`config.mk`:
```
export PLATFORM = sky130hd
export DESIGN_NAME = day10_writer_scheduler_flat
export DESIGN_NICKNAME = d
export VERILOG_FILES = /design/src/rtl/day10_pkg.sv /design/src/rtl/day10_writer_scheduler_if.sv /design/src/rtl/day10_lane_select.sv /design/src/rtl/day10_writer_scheduler.sv /design/src/flat_wrapper.sv
export SDC_FILE = /design/constraint.sdc
export NUM_CORES = 1
export LEC_CHECK = 0
export ABC_AREA = 0
export CAP_MARGIN = 20
export CELL_PAD_IN_SITES_DETAIL_PLACEMENT = 0
export CELL_PAD_IN_SITES_GLOBAL_PLACEMENT = 1
export CORE_MARGIN = 10
export CORE_UTILIZATION = 33
export CTS_BUF_LIST = sky130_fd_sc_hd__clkbuf_8 sky130_fd_sc_hd__clkbuf_16
export DETAILED_ROUTE_END_ITERATION = 10
export PLACE_DENSITY_LB_ADDON = 0.1
export SLEW_MARGIN = 10
export SYNTH_ARGS = -nofsm -noshare
export SYNTH_HDL_FRONTEND = slang
export SYNTH_HIERARCHICAL = 1
export SYNTH_SLANG_ARGS = --single-unit
```
`constraint.sdc`:
```
create_clock -name clk -period 3.3 [get_ports clk]
set_input_delay 0.66 -clock clk [delete_from_list [all_inputs] [get_ports clk]]
set_output_delay 0.66 -clock clk [all_outputs]
set_load 0.05 [all_outputs]
```
`src/rtl/day10_pkg.sv`:
```
// Shared day10 types and sizing.
//   DAY10_MAX_MACHINES : default machine count ceiling per run
//   DAY10_IDX_W        : width able to hold 0..DAY10_MAX_MACHINES
//   machine_idx_t      : machine index/count, shared with the solver lanes
package day10_pkg;
  localparam int DAY10_MAX_MACHINES = 256;
  localparam int DAY10_IDX_W        = $clog2(DAY10_MAX_MACHINES + 1);

  typedef logic [DAY10_IDX_W-1:0] machine_idx_t;

  // Select width for n lanes; a single lane still needs a 1-bit select.
  function automatic int lane_w(input int n);
    return (n <= 1) ? 1 : $clog2(n);
  endfunction
endpackage

```
`src/rtl/day10_writer_scheduler_if.sv`:
```
// Lane/writer handshake bundle around the writer scheduler.
//   lane_done, lane_machine_idx : lanes -> scheduler, finished result + its machine index
//   lane_ack                    : scheduler -> lanes, one-hot "your result is written"
//   sel                         : scheduler -> external mux, lane routed to the writer
//   writer_start/last_write     : scheduler -> writer
//   writer_ready                : writer -> scheduler, write finished pulse
// master = scheduler side, slave = lanes/writer side.
interface day10_writer_scheduler_if
  import day10_pkg::*;
#(
  parameter int NUM_LANES = 4,
  parameter int IDX_W     = DAY10_IDX_W,
  parameter int LANE_W    = lane_w(NUM_LANES)
);
  logic [NUM_LANES-1:0]            lane_done;
  logic [NUM_LANES-1:0][IDX_W-1:0] lane_machine_idx;
  logic [NUM_LANES-1:0]            lane_ack;
  logic [LANE_W-1:0]               sel;
  logic                            writer_start;
  logic                            writer_last_write;
  logic                            writer_ready;

  modport master (
    input  lane_done, lane_machine_idx, writer_ready,
    output lane_ack, sel, writer_start, writer_last_write
  );

  modport slave (
    output lane_done, lane_machine_idx, writer_ready,
    input  lane_ack, sel, writer_start, writer_last_write
  );
endinterface

```
`src/rtl/day10_lane_select.sv`:
```
// Combinational lane picker: finds the lanes holding the result for next_idx
// and returns the lowest-numbered one.
//   lane_done        : per-lane result-valid
//   lane_machine_idx : per-lane machine index
//   next_idx         : machine index wanted next
//   found            : at least one lane matches
//   lane             : lowest matching lane (0 when none)
module day10_lane_select
  import day10_pkg::*;
#(
  parameter int NUM_LANES = 4,
  parameter int IDX_W     = DAY10_IDX_W,
  parameter int LANE_W    = lane_w(NUM_LANES)
) (
  input  logic [NUM_LANES-1:0]            lane_done,
  input  logic [NUM_LANES-1:0][IDX_W-1:0] lane_machine_idx,
  input  logic [IDX_W-1:0]                next_idx,
  output logic                            found,
  output logic [LANE_W-1:0]               lane
);
  logic [NUM_LANES-1:0] match;

  for (genvar i = 0; i < NUM_LANES; i++) begin : g_match
    // Full-width compare so index MAX-1 never aliases a wrapped value.
    assign match[i] = lane_done[i] && (lane_machine_idx[i] == next_idx);
  end

  // Walk high to low so the lowest matching lane is the last writer.
  always_comb begin
    found = |match;
    lane  = '0;
    for (int i = NUM_LANES - 1; i >= 0; i--) begin
      if (match[i]) lane = LANE_W'(i);
    end
  end
endmodule

```
`src/rtl/day10_writer_scheduler.sv`:
```
// Shares the single day10 output writer between NUM_LANES solver lanes and
// emits results strictly in machine-index order.
//   clk, rst_n      : clock, synchronous active-low reset
//   run_start       : begin a run (honoured in IDLE only)
//   total_machines  : machines in the run, latched on an accepted run_start
//   bus (master)    : lane done/idx/ack, writer sel/start/last_write/ready
//   busy            : not IDLE
//   run_done        : 1-cycle pulse when the run is complete
module day10_writer_scheduler
  import day10_pkg::*;
#(
  parameter int NUM_LANES    = 4,
  parameter int MAX_MACHINES = DAY10_MAX_MACHINES,
  parameter int LANE_W       = (NUM_LANES <= 1) ? 1 : $clog2(NUM_LANES),
  parameter int IDX_W        = $clog2(MAX_MACHINES + 1)
) (
  input  logic                    clk,
  input  logic                    rst_n,
  input  logic                    run_start,
  input  logic [IDX_W-1:0]        total_machines,
  day10_writer_scheduler_if.master bus,
  output logic                    busy,
  output logic                    run_done
);
  typedef enum logic [2:0] {
    S_IDLE, S_SEARCH, S_START, S_WAIT, S_ACK, S_DONE
  } state_t;

  state_t            state_q, state_d;
  logic [IDX_W-1:0]  next_idx_q, next_idx_d;
  logic [IDX_W-1:0]  total_q, total_d;
  logic [LANE_W-1:0] sel_q, sel_d;
  logic              last_q, last_d;

  logic              found;
  logic [LANE_W-1:0] found_lane;

  day10_lane_select #(
    .NUM_LANES (NUM_LANES),
    .IDX_W     (IDX_W),
    .LANE_W    (LANE_W)
  ) u_lane_select (
    .lane_done        (bus.lane_done),
    .lane_machine_idx (bus.lane_machine_idx),
    .next_idx         (next_idx_q),
    .found            (found),
    .lane             (found_lane)
  );

  always_comb begin
    state_d    = state_q;
    next_idx_d = next_idx_q;
    total_d    = total_q;
    sel_d      = sel_q;
    unique case (state_q)
      S_IDLE: begin
        if (run_start) begin
          if (total_machines != '0) begin
            total_d    = total_machines;
            next_idx_d = '0;
            state_d    = S_SEARCH;
          end else begin
            state_d = S_DONE;
          end
        end
      end
      S_SEARCH: begin
        if (found) begin
          sel_d   = found_lane;
          state_d = S_START;
        end
      end
      S_START: state_d = S_WAIT;
      S_WAIT:  if (bus.writer_ready) state_d = S_ACK;
      S_ACK: begin
        if (next_idx_q == total_q - IDX_W'(1)) begin
          state_d = S_DONE;
        end else begin
          next_idx_d = next_idx_q + IDX_W'(1);
          state_d    = S_SEARCH;
        end
      end
      S_DONE:  state_d = S_IDLE;
      default: state_d = S_IDLE;
    endcase
    // Computed from next-state values so the registered flag lines up
    // with the START/WAIT cycles it describes.
    last_d = ((state_d == S_START) || (state_d == S_WAIT)) &&
             (next_idx_d == total_d - IDX_W'(1));
  end

  always_ff @(posedge clk) begin
    if (!rst_n) begin
      state_q    <= S_IDLE;
      next_idx_q <= '0;
      total_q    <= '0;
      sel_q      <= '0;
      last_q     <= 1'b0;
    end else begin
      state_q    <= state_d;
      next_idx_q <= next_idx_d;
      total_q    <= total_d;
      sel_q      <= sel_d;
      last_q     <= last_d;
    end
  end

  // Pulses decode straight from the state register; sel_q only changes on
  // leaving SEARCH, so it holds from START through ACK.
  assign bus.writer_start      = (state_q == S_START);
  assign bus.writer_last_write = last_q;
  assign bus.sel               = sel_q;
  assign bus.lane_ack          = (state_q == S_ACK) ? (NUM_LANES'(1) << sel_q) : '0;
  assign busy                  = (state_q != S_IDLE);
  assign run_done              = (state_q == S_DONE);
endmodule

```
`src/flat_wrapper.sv`:
```
// flat-port wrapper written by rule: the top's interface ports become plain ports
module day10_writer_scheduler_flat import day10_pkg::*;
#(
  parameter int NUM_LANES    = 4,
  parameter int MAX_MACHINES = DAY10_MAX_MACHINES,
  parameter int LANE_W       = (NUM_LANES <= 1) ? 1 : $clog2(NUM_LANES),
  parameter int IDX_W        = $clog2(MAX_MACHINES + 1)
)
  (clk, rst_n, run_start, total_machines, busy, run_done, bus_lane_done, bus_lane_machine_idx, bus_writer_ready, bus_lane_ack, bus_sel, bus_writer_start, bus_writer_last_write);
  day10_writer_scheduler_if #(.NUM_LANES(NUM_LANES), .IDX_W(IDX_W), .LANE_W(LANE_W)) bus_i ();
  input  logic clk;
  input  logic rst_n;
  input  logic run_start;
  input  logic [IDX_W-1:0] total_machines;
  output logic busy;
  output logic run_done;
  input wire logic [$bits(bus_i.lane_done)-1:0] bus_lane_done;
  input wire logic [$bits(bus_i.lane_machine_idx)-1:0] bus_lane_machine_idx;
  input wire logic [$bits(bus_i.writer_ready)-1:0] bus_writer_ready;
  output wire logic [$bits(bus_i.lane_ack)-1:0] bus_lane_ack;
  output wire logic [$bits(bus_i.sel)-1:0] bus_sel;
  output wire logic [$bits(bus_i.writer_start)-1:0] bus_writer_start;
  output wire logic [$bits(bus_i.writer_last_write)-1:0] bus_writer_last_write;
  assign bus_i.lane_done = bus_lane_done;
  assign bus_i.lane_machine_idx = bus_lane_machine_idx;
  assign bus_i.writer_ready = bus_writer_ready;
  assign bus_lane_ack = bus_i.lane_ack;
  assign bus_sel = bus_i.sel;
  assign bus_writer_start = bus_i.writer_start;
  assign bus_writer_last_write = bus_i.writer_last_write;
  day10_writer_scheduler #(.NUM_LANES(NUM_LANES), .MAX_MACHINES(MAX_MACHINES), .LANE_W(LANE_W), .IDX_W(IDX_W)) u_core (.clk(clk), .rst_n(rst_n), .run_start(run_start), .total_machines(total_machines), .bus(bus_i), .busy(busy), .run_done(run_done));
endmodule
```
==> impl_results.rst, run 1 <==
.. list-table::
   :header-rows: 1

   * - Metric
     - Value
   * - Max VDD drop
     - 157 uV
   * - Setup WS pre-CTS
     - -0.497 ns
   * - Maximum number of pins on one net before global-route repair
     - 16
   * - Count of distinct cell types in the synthesized netlist
     - 55
   * - Clock insertion delay at the later pin of the skew report
     - 0.27 ns
   * - GRT Residual Overflow
     - 0
   * - Layout overhead on the synthesized area
     - 52.4%
   * - Worst Max-Slew Pin Slew
     - 0.497 ns
   * - Final Max Slew Viols
     - 0
   * - Core ar.
     - 7650 um2
   * - Delay-heaviest family, CP
     - compound AO/OA/AOI/OAI gates
   * - Row Count
     - 32
   * - HP Class
     - flop to flop
   * - Vertical die dimension
     - 108 um
   * - # diodes
     - 0
   * - Status
     - finished clean
   * - TritonCTS clock tree
     - done
   * - CTS sink count
     - 24
   * - Number of register bits inferred by synthesis
     - 24
   * - Non-Filler Instances
     - 539
   * - Crit path largest cell delay
     - 0.46 ns
   * - Total CTS buffers
     - 3
   * - Cells after DPL
     - 529
   * - Full die area
     - 11700 um2
   * - Max Buffers Root-to-Sink
     - 2
   * - Worst Path Class, Setup
     - flop to flop
   * - Post-CTS clock slew at the launch and capture registers of the worst setup and hold paths
     - 0.10 ns
   * - HPWL Detailed
     - 7170 um
   * - Max capacitance violation total
     - 0
   * - Primary FF master, synth
     - sky130_fd_sc_hd__dfxtp_1
   * - Final weighted congestion in routability-driven placement
     - 0.791
   * - First DRT Iteration DRCs
     - 101
   * - GRT Util Overall
     - 14.0%
   * - Relative slew margins
     - 66.0%
   * - Critical-path cell list
     - inv_2 -> ha_4 -> nor2b_1 -> or3_1 -> a311oi_2 -> o31a_1 -> buf_4 -> clkbuf_16 -> a21oi_2 -> xnor2_2 -> mux2i_1 -> or4_4 -> a2111oi_4
   * - Buf+Inv Stages, Crit Path
     - 3
   * - Post-route DRC
     - 0
   * - Setup-violating endpoint count in the final report
     - 0
   * - Final setup slack of the worst path
     - 0.0783 ns
   * - Total vias in the final route
     - 2666
   * - Data required time of the worst path
     - 3.48 ns
   * - Syn_nets
     - 380
   * - Largest cells by area after synthesis
     - sky130_fd_sc_hd__dfxtp_1, sky130_fd_sc_hd__xnor2_1, sky130_fd_sc_hd__nand2_1, sky130_fd_sc_hd__xor2_1, sky130_fd_sc_hd__xnor2_2
   * - Top cell type's share of synthesized area
     - 18.7%
   * - Root cell of the clock tree
     - sky130_fd_sc_hd__clkbuf_8
   * - Syn Area/Cell
     - 7.92 um2
   * - Crit-path max FO
     - 5
   * - Synthesized cell area
     - 2560 um2
   * - Average detailed-routed wire length per instance
     - 16.2 um
   * - Fill cell count
     - 763
   * - Final TNS setup
     - 0 ns
   * - CTS HTree Levels
     - 1
   * - Antenna violations before repair
     - 0
   * - Detailed-router iteration count before antenna repair
     - 4
   * - Gate count of the mapped netlist
     - 324
   * - Post-synth EDFFs
     - 0
   * - Count of nets left with antenna violations after detail routing
     - 0
   * - Dominant cell type by area after synthesis
     - sky130_fd_sc_hd__dfxtp_1
   * - Slowest stage cell on the critical path
     - sky130_fd_sc_hd__or4_4
   * - Most numerous cell types in the synthesized netlist
     - sky130_fd_sc_hd__xnor2_1, sky130_fd_sc_hd__nand2_1, sky130_fd_sc_hd__dfxtp_1
   * - Data arrival, critical path
     - 3.40 ns
   * - Global-route wire length before repair
     - 13200 um
   * - CTS hold repair buffers
     - 0
   * - Final wirelength
     - 8760 um
   * - Count of buffers inserted at the top-level ports
     - 62
   * - Share of the cycle needed by the critical path after routing
     - 97.6%
   * - Async set-reset flop share out of synthesis
     - 0%
   * - Number of nets at the end of the flow
     - 494
   * - Most frequently used cell type in the post-synthesis netlist
     - sky130_fd_sc_hd__xnor2_1
   * - Total power divided by cell area
     - 242 nW/um2
   * - Warning count from the yosys run
     - 6
   * - Sequential share of the synthesized area
     - 18.7%
   * - Via-per-instance ratio
     - 4.95
   * - Post-Route Utilization
     - 51.1%
   * - Initial Utilization
     - 33.5%
   * - Fin crit period
     - 3.22 ns
   * - Fmax
     - 0.310 GHz
   * - Width of the die
     - 108 um
   * - Worst clock skew
     - 0.00359 ns
   * - Number of failing hold endpoints at the final stage
     - 0
   * - Startpoint class of the critical path
     - flop
   * - I/O pins
     - 63
   * - Crit. End Element
     - flop
   * - Static power due to leakage
     - 0.00145 uW
   * - Fraction of layout instances using a drive strength above 1
     - 27.9%
   * - Vias in the first global route
     - 2548
-- cells by family (layout without fill, tap and decap cells) --
family          after synthesis  after routing  share of synthesized area [%]
buf+inv                      27            140                           6.68
compound gates               62             62                           19.3
fa+ha+maj                     3              3                           1.46
flops                        24             24                           18.7
simple gates                143            143                           29.9
xor+xnor                     58             58                           21.3
mux                           7              7                           2.73
-- sequential cells by signal (all words and copies together) (netlist names) --
| name | count |
|---|---|
| u_core/next_idx_q | 9 |
| u_core/state_q | 3 |
| u_core/total_q | 9 |
| u_core/bus.writer_last_write | 1 |
| u_core/bus.sel | 2 |
-- metrics by stage --
stage          hold WS, ns  cell area, um2  total power [uW]
2_1_floorplan        0.504            2600               498
3_3_place_gp         0.520            3680               651
3_5_place_dp         0.521            3680               652
4_1_cts              0.533            3790               929
5_1_grt              0.576            3910               994
6_report             0.530            3910               944
-- layer usage --
| metal | up-vias | track usage (%) | share of wire, % |
|---|---|---|---|
| met5 | - | 0 | 0 |
| met2 | 34 | 24.5 | 50 |
| met1 | 1264 | 17.6 | 46 |
| li1 | 1364 | - | - |
| met3 | 4 | 2.68 | 3.8 |
| met4 | 0 | 2.39 | 0.50 |
-- cells in the final DEF (no fill, tap or decap), types with 5 or more instances in the layout --
master,count
sky130_fd_sc_hd__buf_4,67
sky130_fd_sc_hd__clkdlybuf4s50_1,53
sky130_fd_sc_hd__xnor2_1,42
sky130_fd_sc_hd__nand2_1,39
sky130_fd_sc_hd__dfxtp_1,22
sky130_fd_sc_hd__nor2_1,21
sky130_fd_sc_hd__nor2b_1,12
sky130_fd_sc_hd__xor2_1,11
sky130_fd_sc_hd__o21ai_0,10
sky130_fd_sc_hd__nor3_1,9
sky130_fd_sc_hd__a21oi_1,9
sky130_fd_sc_hd__nand4_1,9
sky130_fd_sc_hd__and2_1,7
sky130_fd_sc_hd__nand3_1,7
sky130_fd_sc_hd__mux2i_1,7
sky130_fd_sc_hd__nand2b_1,6
sky130_fd_sc_hd__or3_1,5
sky130_fd_sc_hd__xnor2_2,5
-- worst min-delay path: cells and delay by family, from the launching register on --
kind / cells / cell delay, ns
flops: 1 / 0.36
compound gates: 1 / 0.06
simple gates: 1 / 0.07
-- report_power, final --
| part | switching [uW] | internal [uW] |
|---|---|---|
| logic | 163 | 200 |
| registers | 10.6 | 297 |
| clock network | 110 | 162 |
| total | 285 | 660 |
-- worst paths after layout --
check | from | end | slack, ns | depth (start not counted)
min | u_core/next_idx_q[0] | u_core/next_idx_q[0] | 0.53 | 2
max | u_core/total_q[1] | u_core/bus.writer_last_write | 0.08 | 13
max reg2reg | u_core/total_q[1] | u_core/bus.writer_last_write | 0.08 | 13
min reg2reg | u_core/next_idx_q[0] | u_core/next_idx_q[0] | 0.53 | 2
-- what timing repair did --
item	CTS	global route
endpoints found under the setup margin	1	1
buffers inserted	2	4
gates resized for setup	17	27
cloned	0	1
pin swaps	12	18
-- area by class of cell --
class | instances | area, um2 | area share (%)
multi-input cells | 273 | 2060 | 52.6
flip-flops and latches | 24 | 483 | 12.4
well taps | 102 | 128 | 3.26
inverters | 5 | 18.8 | 0.480
repair buffers | 131 | 1150 | 29.4
clock inverters | 1 | 30.0 | 0.768
clock buffers | 3 | 41.3 | 1.06
Power figures use the tool's default switching activity.
==> run 2: changes to the inputs <==
Settings changed: CTS_CLUSTER_DIAMETER set to 200, MAX_ROUTING_LAYER set to met4.
==> run 2 against run 1 <==
  * Clock skew is 0.0012 ns lower
  * Final cell count stayed put
  * Critical path depth is 3 lower
  * Non-clock buffer count stayed put
  * Largest power group unchanged
==> impl_results.rst, run 2 (same netlist as run 1, synthesis figures left out) <==
.. list-table::
   :header-rows: 1

   * - Metric
     - Value
   * - Status
     - finished clean
   * - # diodes
     - 0 (unchanged)
   * - Count of buffers inserted at the top-level ports
     - 62 (unchanged)
   * - Max Buffers Root-to-Sink
     - 2 (unchanged)
   * - Data arrival, critical path
     - 3.45 ns (+0.05 ns)
   * - GRT Util Overall
     - 14.5% (+0.42 points)
   * - Number of nets at the end of the flow
     - 494 (unchanged)
   * - CTS HTree Levels
     - 1 (unchanged)
   * - Clock insertion delay at the later pin of the skew report
     - 0.27 ns (about the same)
   * - Initial Utilization
     - 33.5% (unchanged)
   * - GRT Residual Overflow
     - 0 (unchanged)
   * - Setup-violating endpoint count in the final report
     - 0 (unchanged)
   * - Crit-path max FO
     - 6 (+1)
   * - CTS hold repair buffers
     - 0 (unchanged)
   * - Vertical die dimension
     - 108 um (unchanged)
   * - Share of the cycle needed by the critical path after routing
     - 99.1% (+1.4 points)
   * - CTS sink count
     - 24 (unchanged)
   * - I/O pins
     - 63 (unchanged)
   * - Fraction of layout instances using a drive strength above 1
     - 27.9% (unchanged)
   * - Relative slew margins
     - 65.8% (-0.21 points)
   * - Antenna violations before repair
     - 0 (unchanged)
   * - Highest-count cells in the layout ignoring fill and taps
     - sky130_fd_sc_hd__buf_4, sky130_fd_sc_hd__clkdlybuf4s50_1, sky130_fd_sc_hd__xnor2_1, sky130_fd_sc_hd__nand2_1, sky130_fd_sc_hd__dfxtp_1
   * - Startpoint class of the critical path
     - flop
   * - Via-per-instance ratio
     - 4.97 (+0.49%)
   * - HP Class
     - flop to flop
   * - Total CTS buffers
     - 3 (unchanged)
   * - Fin crit period
     - 3.27 ns (+0.0473 ns)
   * - Static power due to leakage
     - 0.00145 uW (unchanged)
   * - Root cell of the clock tree
     - sky130_fd_sc_hd__clkbuf_8
   * - Leading cell type in the layout, fill and taps excluded
     - sky130_fd_sc_hd__buf_4
   * - Final wirelength
     - 8780 um (+0.33%)
   * - Post-CTS clock slew at the launch and capture registers of the worst setup and hold paths
     - 0.10 ns (about the same)
   * - Worst Max-Slew Pin Slew
     - 0.500 ns (+0.00306 ns)
   * - Full die area
     - 11700 um2 (unchanged)
   * - Largest registers in the final layout
     - u_core/next_idx_q (9), u_core/total_q (9), u_core/state_q (3)
   * - Hold Slack
     - 0.530 ns (+0.000320 ns)
   * - Worst Path Class, Setup
     - flop to flop
   * - Vias in the first global route
     - 2551 (+0.12%)
   * - Crit. End Element
     - flop
   * - Width of the die
     - 108 um (unchanged)
   * - Row Count
     - 32 (unchanged)
   * - Total vias in the final route
     - 2679 (+0.49%)
   * - Count of nets left with antenna violations after detail routing
     - 0 (unchanged)
   * - Average detailed-routed wire length per instance
     - 16.3 um (+0.33%)
   * - First DRT Iteration DRCs
     - 97 (-4.0%)
   * - Detailed-router iteration count before antenna repair
     - 4 (unchanged)
   * - Fmax
     - 0.306 GHz (-1.4%)
   * - Post-route DRC
     - 0 (unchanged)
   * - Number of failing hold endpoints at the final stage
     - 0 (unchanged)
   * - Final Max Slew Viols
     - 0 (unchanged)
   * - Maximum number of pins on one net before global-route repair
     - 16 (unchanged)
   * - Worst clock skew
     - 0.00242 ns (-0.00117 ns)
   * - Layout overhead on the synthesized area
     - 52.4% (unchanged)
   * - Data required time of the worst path
     - 3.48 ns (about the same)
   * - Total power divided by cell area
     - 241 nW/um2 (-0.27%)
   * - Max VDD drop
     - 157 uV (+0.19%)
   * - Max capacitance violation total
     - 0 (unchanged)
   * - Global-route wire length before repair
     - 13100 um (-0.16%)
   * - Core ar.
     - 7650 um2 (unchanged)
   * - HPWL Detailed
     - 7170 um (unchanged)
   * - Total power
     - 942 uW (-0.27%)
   * - TritonCTS clock tree
     - done
   * - Final weighted congestion in routability-driven placement
     - 0.803 (+1.4%)
run 2: cell counts in the layout (fill, tap and decap cells not counted):
Identical to the previous run, type by type.
run 2: per-stage QoR:
stage	setup WS (ns)	TNS, ns	util (%)	cells	instance area, um2
CTS	0.0269	0	49.5	535	3790
detailed placement	-0.497	-0.497	48.1	529	3680
global placement	-0.456	-0.456	48.1	529	3680
global route	-0.00439	-0.00439	51.1	539	3910
finish	0.0311	0	51.1	539	3910
floorplan	-0.0181	-0.0181	-	324	2600
run 2: worst max-delay path, stage by stage (launching register included):
cell	delay, ns
sky130_fd_sc_hd__dfxtp_1	0.43
sky130_fd_sc_hd__buf_4	0.19
sky130_fd_sc_hd__nor4_1	0.39
sky130_fd_sc_hd__a221oi_1	0.16
sky130_fd_sc_hd__nor2_1	0.15
sky130_fd_sc_hd__o31ai_2	0.12
sky130_fd_sc_hd__a2111oi_4	0.41
sky130_fd_sc_hd__mux2i_1	0.28
sky130_fd_sc_hd__xor2_1	0.26
sky130_fd_sc_hd__or3b_4	0.43
sky130_fd_sc_hd__a2111oi_4	0.35
run 2: what timing repair did:
action                     CTS  global route
hold endpoints to repair     0             0
buffers inserted             2             4
setup endpoints to repair    1             1
gates cloned                 0             1
gates resized for setup     17            27
pin swaps                   12            18
run 2: area by class of cell:
cell class                      count  area [um2]
Sequential cell                    24         483
Fill cell                         763        3740
Inverter                            5        18.8
Timing Repair Buffer              131        1150
Clock buffer                        3        41.3
Clock inverter                      1        30.0
Multi-Input combinational cell    273        2060
Tap cell                          102         128
run 2: path summary, 6_finish.rpt:
| check | slack, ns | start | end | cells past startpoint |
|---|---|---|---|---|
| setup / recovery | 0.03 | u_core/total_q[3] | u_core/bus.writer_last_write | 10 |
| hold / removal | 0.53 | u_core/next_idx_q[0] | u_core/next_idx_q[0] | 2 |
| setup reg to reg | 0.03 | u_core/total_q[3] | u_core/bus.writer_last_write | 10 |
| hold reg to reg | 0.53 | u_core/next_idx_q[0] | u_core/next_idx_q[0] | 2 |
run 2: routing by layer:
metal / vias to the layer above / track usage (%) / wire [um]
li1: 1365 / - / -
met1: 1257 / 17.6 / 3970
met3: 4 / 2.56 / 365
met4: 0 / 2.39 / 42
met5: - / - / 0
met2: 53 / 24.7 / 4400
run 2: report_power, final:
part	switching [uW]	leakage (uW)	internal, uW
Clock	107	0.0000357	162
Combinational	164	0.00122	200
Sequential	10.6	0.000196	297
